[src/rtl/input_debouncer_pkg.sv]
// Shared defaults and width helpers for the front-panel input debouncer.
// Imported by debounce_bit and input_debouncer.
package input_debouncer_pkg;

  localparam int NUM_USER_INPUTS  = 14;
  localparam int DEF_TICK_DIV     = 100_000;
  localparam int DEF_STABLE_TICKS = 8;

  function automatic int cnt_width(input int stable_ticks);
    return $clog2(stable_ticks + 1);
  endfunction

  // A divide-by-one prescaler still needs a 1-bit counter.
  function automatic int pcnt_width(input int tick_div);
    return (tick_div > 1) ? $clog2(tick_div) : 1;
  endfunction

endpackage

[src/rtl/debounce_bit.sv]
// One debounced line: 2-flop synchroniser, stability counter,
// committed level and single-cycle rise/fall events.
module debounce_bit
  import input_debouncer_pkg::*;
#(
  parameter int   STABLE_TICKS = DEF_STABLE_TICKS,
  parameter logic RESET_VAL    = 1'b1
) (
  input  logic clk,
  input  logic rst_n,
  input  logic tick,
  input  logic raw,
  output logic db,
  output logic rise,
  output logic fall
);

  localparam int CW = cnt_width(STABLE_TICKS);
  localparam logic [CW-1:0] LAST = CW'(STABLE_TICKS - 1);

  logic          s1;
  logic          s2;
  logic [CW-1:0] cnt;
  logic [CW-1:0] cnt_nx;
  logic          commit;

  always_ff @(posedge clk or negedge rst_n) begin
    if (!rst_n) begin
      s1 <= RESET_VAL;
      s2 <= RESET_VAL;
    end else begin
      s1 <= raw;
      s2 <= s1;
    end
  end

  // A sample matching the committed level discards any partial count.
  always_comb begin
    commit = 1'b0;
    cnt_nx = cnt;
    if (tick) begin
      if (s2 == db) begin
        cnt_nx = '0;
      end else if (cnt == LAST) begin
        commit = 1'b1;
        cnt_nx = '0;
      end else begin
        cnt_nx = cnt + 1'b1;
      end
    end
  end

  always_ff @(posedge clk or negedge rst_n) begin
    if (!rst_n) begin
      cnt  <= '0;
      db   <= RESET_VAL;
      rise <= 1'b0;
      fall <= 1'b0;
    end else begin
      cnt  <= cnt_nx;
      rise <= commit & s2;
      fall <= commit & ~s2;
      if (commit) begin
        db <= s2;
      end
    end
  end

endmodule

[src/rtl/input_debouncer.sv]
// Front-panel input debouncer: shared sample prescaler feeding
// WIDTH independent debounce_bit lanes.
module input_debouncer
  import input_debouncer_pkg::*;
#(
  parameter int               WIDTH        = NUM_USER_INPUTS,
  parameter int               TICK_DIV     = DEF_TICK_DIV,
  parameter int               STABLE_TICKS = DEF_STABLE_TICKS,
  parameter logic [WIDTH-1:0] RESET_VAL    = '1
) (
  input  logic             clk,
  input  logic             rst_n,
  input  logic [WIDTH-1:0] raw_in,
  output logic [WIDTH-1:0] db_out,
  output logic [WIDTH-1:0] rise,
  output logic [WIDTH-1:0] fall
);

  localparam int PW = pcnt_width(TICK_DIV);
  localparam logic [PW-1:0] PLAST = PW'(TICK_DIV - 1);

  logic [PW-1:0] pcnt;
  logic          tick;

  assign tick = (pcnt == PLAST);

  always_ff @(posedge clk or negedge rst_n) begin
    if (!rst_n) begin
      pcnt <= '0;
    end else if (tick) begin
      pcnt <= '0;
    end else begin
      pcnt <= pcnt + 1'b1;
    end
  end

  for (genvar i = 0; i < WIDTH; i++) begin : g_bit
    debounce_bit #(
      .STABLE_TICKS(STABLE_TICKS),
      .RESET_VAL   (RESET_VAL[i])
    ) u_bit (
      .clk  (clk),
      .rst_n(rst_n),
      .tick (tick),
      .raw  (raw_in[i]),
      .db   (db_out[i]),
      .rise (rise[i]),
      .fall (fall[i])
    );
  end

endmodule

[config.mk]
export PLATFORM = sky130hd
export DESIGN_NAME = input_debouncer
export DESIGN_NICKNAME = d
export VERILOG_FILES = /design/src/rtl/input_debouncer_pkg.sv /design/src/rtl/debounce_bit.sv /design/src/rtl/input_debouncer.sv
export SDC_FILE = /design/constraint.sdc
export NUM_CORES = 1
export LEC_CHECK = 0
export ABC_CLOCK_PERIOD_IN_PS = 4800
export CELL_PAD_IN_SITES_DETAIL_PLACEMENT = 1
export CELL_PAD_IN_SITES_GLOBAL_PLACEMENT = 1
export CORE_MARGIN = 8
export CORE_UTILIZATION = 42
export DETAILED_ROUTE_END_ITERATION = 6
export PLACE_DENSITY = 0.77
export SYNTH_ARGS = -nofsm -noshare
export SYNTH_HDL_FRONTEND = slang
export SYNTH_HIERARCHICAL = 1
export SYNTH_SLANG_ARGS = --single-unit
export TNS_END_PERCENT = 30
[constraint.sdc]
create_clock -name clk -period 4.8 [get_ports clk]
set_input_delay 0.96 -clock clk [delete_from_list [all_inputs] [get_ports clk]]
set_output_delay 0.96 -clock clk [all_outputs]
set_load 0.005 [all_outputs]
==> results.cfg <==
[routing]
drt_iter0_markers = 262
detailed_route_wl_microns = 12900
drt_pre_antenna_iters = 4
vias_per_cell = 5.30
drtAntennaViolNets = 0
detailroute.via_count = 4148
routed_wire_per_std_cell_microns = 16.4
drc = 0

[floorplan]
die_h_microns = 137
initial_core_util_pct = 42.8
rows = 44
dieWidth_microns = 137
die-area_sq_mm = 0.0188
io-pin-count = 58
core_area_sq_mm = 0.0144

[cts]
post_cts_resize_count = 0
clkTransAtPathRegs_ns = 0.06
clk_root_buffer_cell = sky130_fd_sc_hd__clkbuf_16
tritoncts = yes
count_of_hold_buffers_inserted_by_post_cts_repair = 0
post-cts-setup-buffer-count = 0
clock_latency_ns = 0.42
cts-htree-levels = 4
cts_inserted_buffers = 17
cts_num_sinks = 143
clk_path_buf_depth = 2

[timing]
timing_worst_slew_pin_value_ns = 0.992
period_share_pct = 62.6
fin_tns_setup_ns = 0
max_slew_margin_pct = 33.9
finalMaxSlewViolations = 0
grt_setup_unrepaired = false
timing.hold.ws_ns = 0.351
achievable_freq_mhz = 333
fin_skew_ns = 0.00587
finalCriticalPeriod_ns = 3.00
final-setup-viol-count = 0
hold_violations = 0

[layout]
fillers = 1475
drive_gt1_share_pct = 20.4
mostFrequentLayoutCell = sky130_fd_sc_hd__dfrtp_1
layout.area.seq_sq_mm = 0.00363
synthToLayoutAreaGrowth_pct = 24.5
multi_input_comb_area_sq_mm = 0.00248
postLayoutCellArea_sq_mm = 0.00768
diodes = 0
layout.nets = 617
most-common-layout-cells = sky130_fd_sc_hd__dfrtp_1 (101), sky130_fd_sc_hd__clkdlybuf4s50_1 (56), sky130_fd_sc_hd__nand2_1 (50)

[synthesis]
register_bit_count_reported_by_yosys = 143
cell_area_after_synthesis_sq_mm = 0.00617
synth.yosys.warnings = 6
synth_fp_nets = 539
mean_instance_size_in_the_synthesized_netlist_sq_um = 12.1
count_of_distinct_cell_types_in_the_synthesized_netlist = 33
synth_seq_area_share_pct = 58.8
number_of_cells_produced_by_synthesis = 508

[placement]
gpl.final_weighted_congestion = 0.693
place.port_buffers = 57
dp.final_hpwl_microns = 8420
placed_area_sq_mm = 0.00699

[critical_path]
critical_path_required_ns = 5.14
crit_path_max_incr_delay_ns = 0.76
timing.critical_path.to_type = register
slowest_stage_cell_on_the_critical_path = sky130_fd_sc_hd__buf_4
worst_setup_path_start_kind = register
criticalPathCategory = reg -> reg
arrival_ns = 3.34
worstPathMaxFanout = 95
cp_num_buf_inv = 1
timing.critical_path.cells = or4_1, or4_4, nor4_4, buf_4, nand2_2, mux2_4
family_with_the_most_delay_on_the_worst_path = simple AND/OR/NAND/NOR gates

[global_routing]
grt_first_pass_wirelength_microns = 22400
grt_pass1_vias = 4622
gr-usage-all-layers_pct = 15.0
grt-ovfl-total = 0
antenna_found_initial = 0
grt_max_degree = 112

[pwr]
ir_drop_uv = 261
switching_share_pct = 19.4
switchingPower_w = 0.000547
power-per-cell-area_mw_per_mm2 = 367
sequential_power_share_pct = 43.9
power.total_w = 0.00282
power_frac_clock_pct = 54.3
power_report.internal_total_w = 0.00227
leak_pwr_nw = 3.37
pwr-share-comb_pct = 1.8

[outcome]
run_status = completed

[min_path]
type_of_the_worst_min_delay_path = reg -> reg

[job]
max_cap_viol_count = 0
-- path summary, 6_finish.rpt --
| check | slack [ns] | cells past startpoint | from | to |
|---|---|---|---|---|
| setup / recovery | 1.80 | 6 | pcnt[11]$_DFF_PN0_ | g_bit[10].u_bit/db$_DFFE_PN1P_ |
| setup reg to reg | 1.80 | 6 | pcnt[11]$_DFF_PN0_ | g_bit[10].u_bit/db$_DFFE_PN1P_ |
| max in group asynchronous | 3.04 | 2 | rst_n | g_bit[3].u_bit/s2$_DFF_PN1_ |
| min in group asynchronous | 0.69 | 1 | rst_n | g_bit[12].u_bit/cnt[2]$_DFFE_PN0P_ |
| hold reg to reg | 0.35 | 0 | g_bit[9].u_bit/s1$_DFF_PN1_ | g_bit[9].u_bit/s2$_DFF_PN1_ |
| hold / removal | 0.35 | 0 | g_bit[9].u_bit/s1$_DFF_PN1_ | g_bit[9].u_bit/s2$_DFF_PN1_ |
-- power by group through the flow --
stage	combinational [W]	sequential (W)	clock (W)
after floorplan	0.0000126	0.00126	0
after global placement	0.0000515	0.00126	0
after detailed placement	0.0000538	0.00126	0
after CTS	0.0000541	0.00124	0.00157
after global routing	0.0000586	0.00124	0.00162
final	0.0000517	0.00124	0.00153
-- area by class of cell --
type                    instances  area share (%)
multi-input cells             349            32.3
flip-flops and latches        143            47.3
well taps                     184            3.00
clock buffers                  17            5.54
clock inverters                15            3.47
repair buffers                 60            7.73
inverters                      15           0.733
-- kinds of logic (layout without fill, tap and decap cells) --
logic type / after synthesis / in the layout / synth area share [%]
fa+ha+maj: 15 / 15 / 3.04
flops: 143 / 143 / 58.8
compound gates: 86 / 86 / 10.4
mux: 14 / 14 / 3.41
xor+xnor: 28 / 28 / 3.97
simple gates: 206 / 206 / 19.3
buf+inv: 16 / 107 / 0.973
-- per-stage QoR --
step / worst slack, ns / cells / util [%]
3_5_place_dp: 1.85 / 751 / 48.5
6_report: 1.80 / 783 / 53.3
3_3_place_gp: 1.96 / 751 / 48.5
4_1_cts: 1.83 / 783 / 53.3
5_1_grt: 1.66 / 783 / 53.3
2_1_floorplan: 0.00190 / 508 / -
-- synthesized netlist by cell type (all sizes together) --
cell type | number | share of area (%)
or2b | 14 | 1.7
a21oi | 1 | 0.081
o22ai | 14 | 1.4
ha | 15 | 3.0
o21ai | 28 | 2.3
xor2 | 5 | 0.71
nor3 | 18 | 1.5
xnor2 | 23 | 3.3
nand3 | 4 | 0.32
dfrtp | 101 | 41
o2bb2ai | 14 | 2.0
and4 | 2 | 0.28
mux2 | 14 | 3.4
nor4 | 2 | 0.45
nor3b | 28 | 3.4
o31ai | 15 | 3.0
nor2b | 1 | 0.10
and3 | 14 | 1.4
nand2b | 14 | 1.4
or3 | 1 | 0.10
clkbuf | 1 | 0.061
a21o | 14 | 1.7
nand4 | 4 | 0.41
nand2 | 64 | 4.5
dfstp | 42 | 18
and3b | 14 | 2.0
inv | 15 | 0.91
or4 | 3 | 0.43
nor2 | 23 | 1.4
-- layer usage --
metal	wire [microns]	vias to the layer above	GRT usage, %
met4	221	0	5.97
li1	-	1944	-
met3	481	21	4.49
met1	5660	2122	17.3
met2	6510	61	25.4
met5	0	-	0
-- worst reg2reg max path, stage by stage, from the launching register on --
cell and delay [ns]:
sky130_fd_sc_hd__dfrtp_1 0.43, sky130_fd_sc_hd__or4_1 0.53, sky130_fd_sc_hd__or4_4 0.44, sky130_fd_sc_hd__nor4_4 0.18, sky130_fd_sc_hd__buf_4 0.76, sky130_fd_sc_hd__nand2_2 0.25, sky130_fd_sc_hd__mux2_4 0.35
-- flip-flops by register name (all words and copies together), names as in the netlist --
| signal | flops |
|---|---|
| g_bit.u_bit/cnt | 56 |
| pcnt | 17 |
| g_bit.u_bit/db | 14 |
| g_bit.u_bit/fall | 14 |
| g_bit.u_bit/rise | 14 |
| g_bit.u_bit/s1 | 14 |
| g_bit.u_bit/s2 | 14 |
Note: power is estimated with default switching activity, not from simulation.
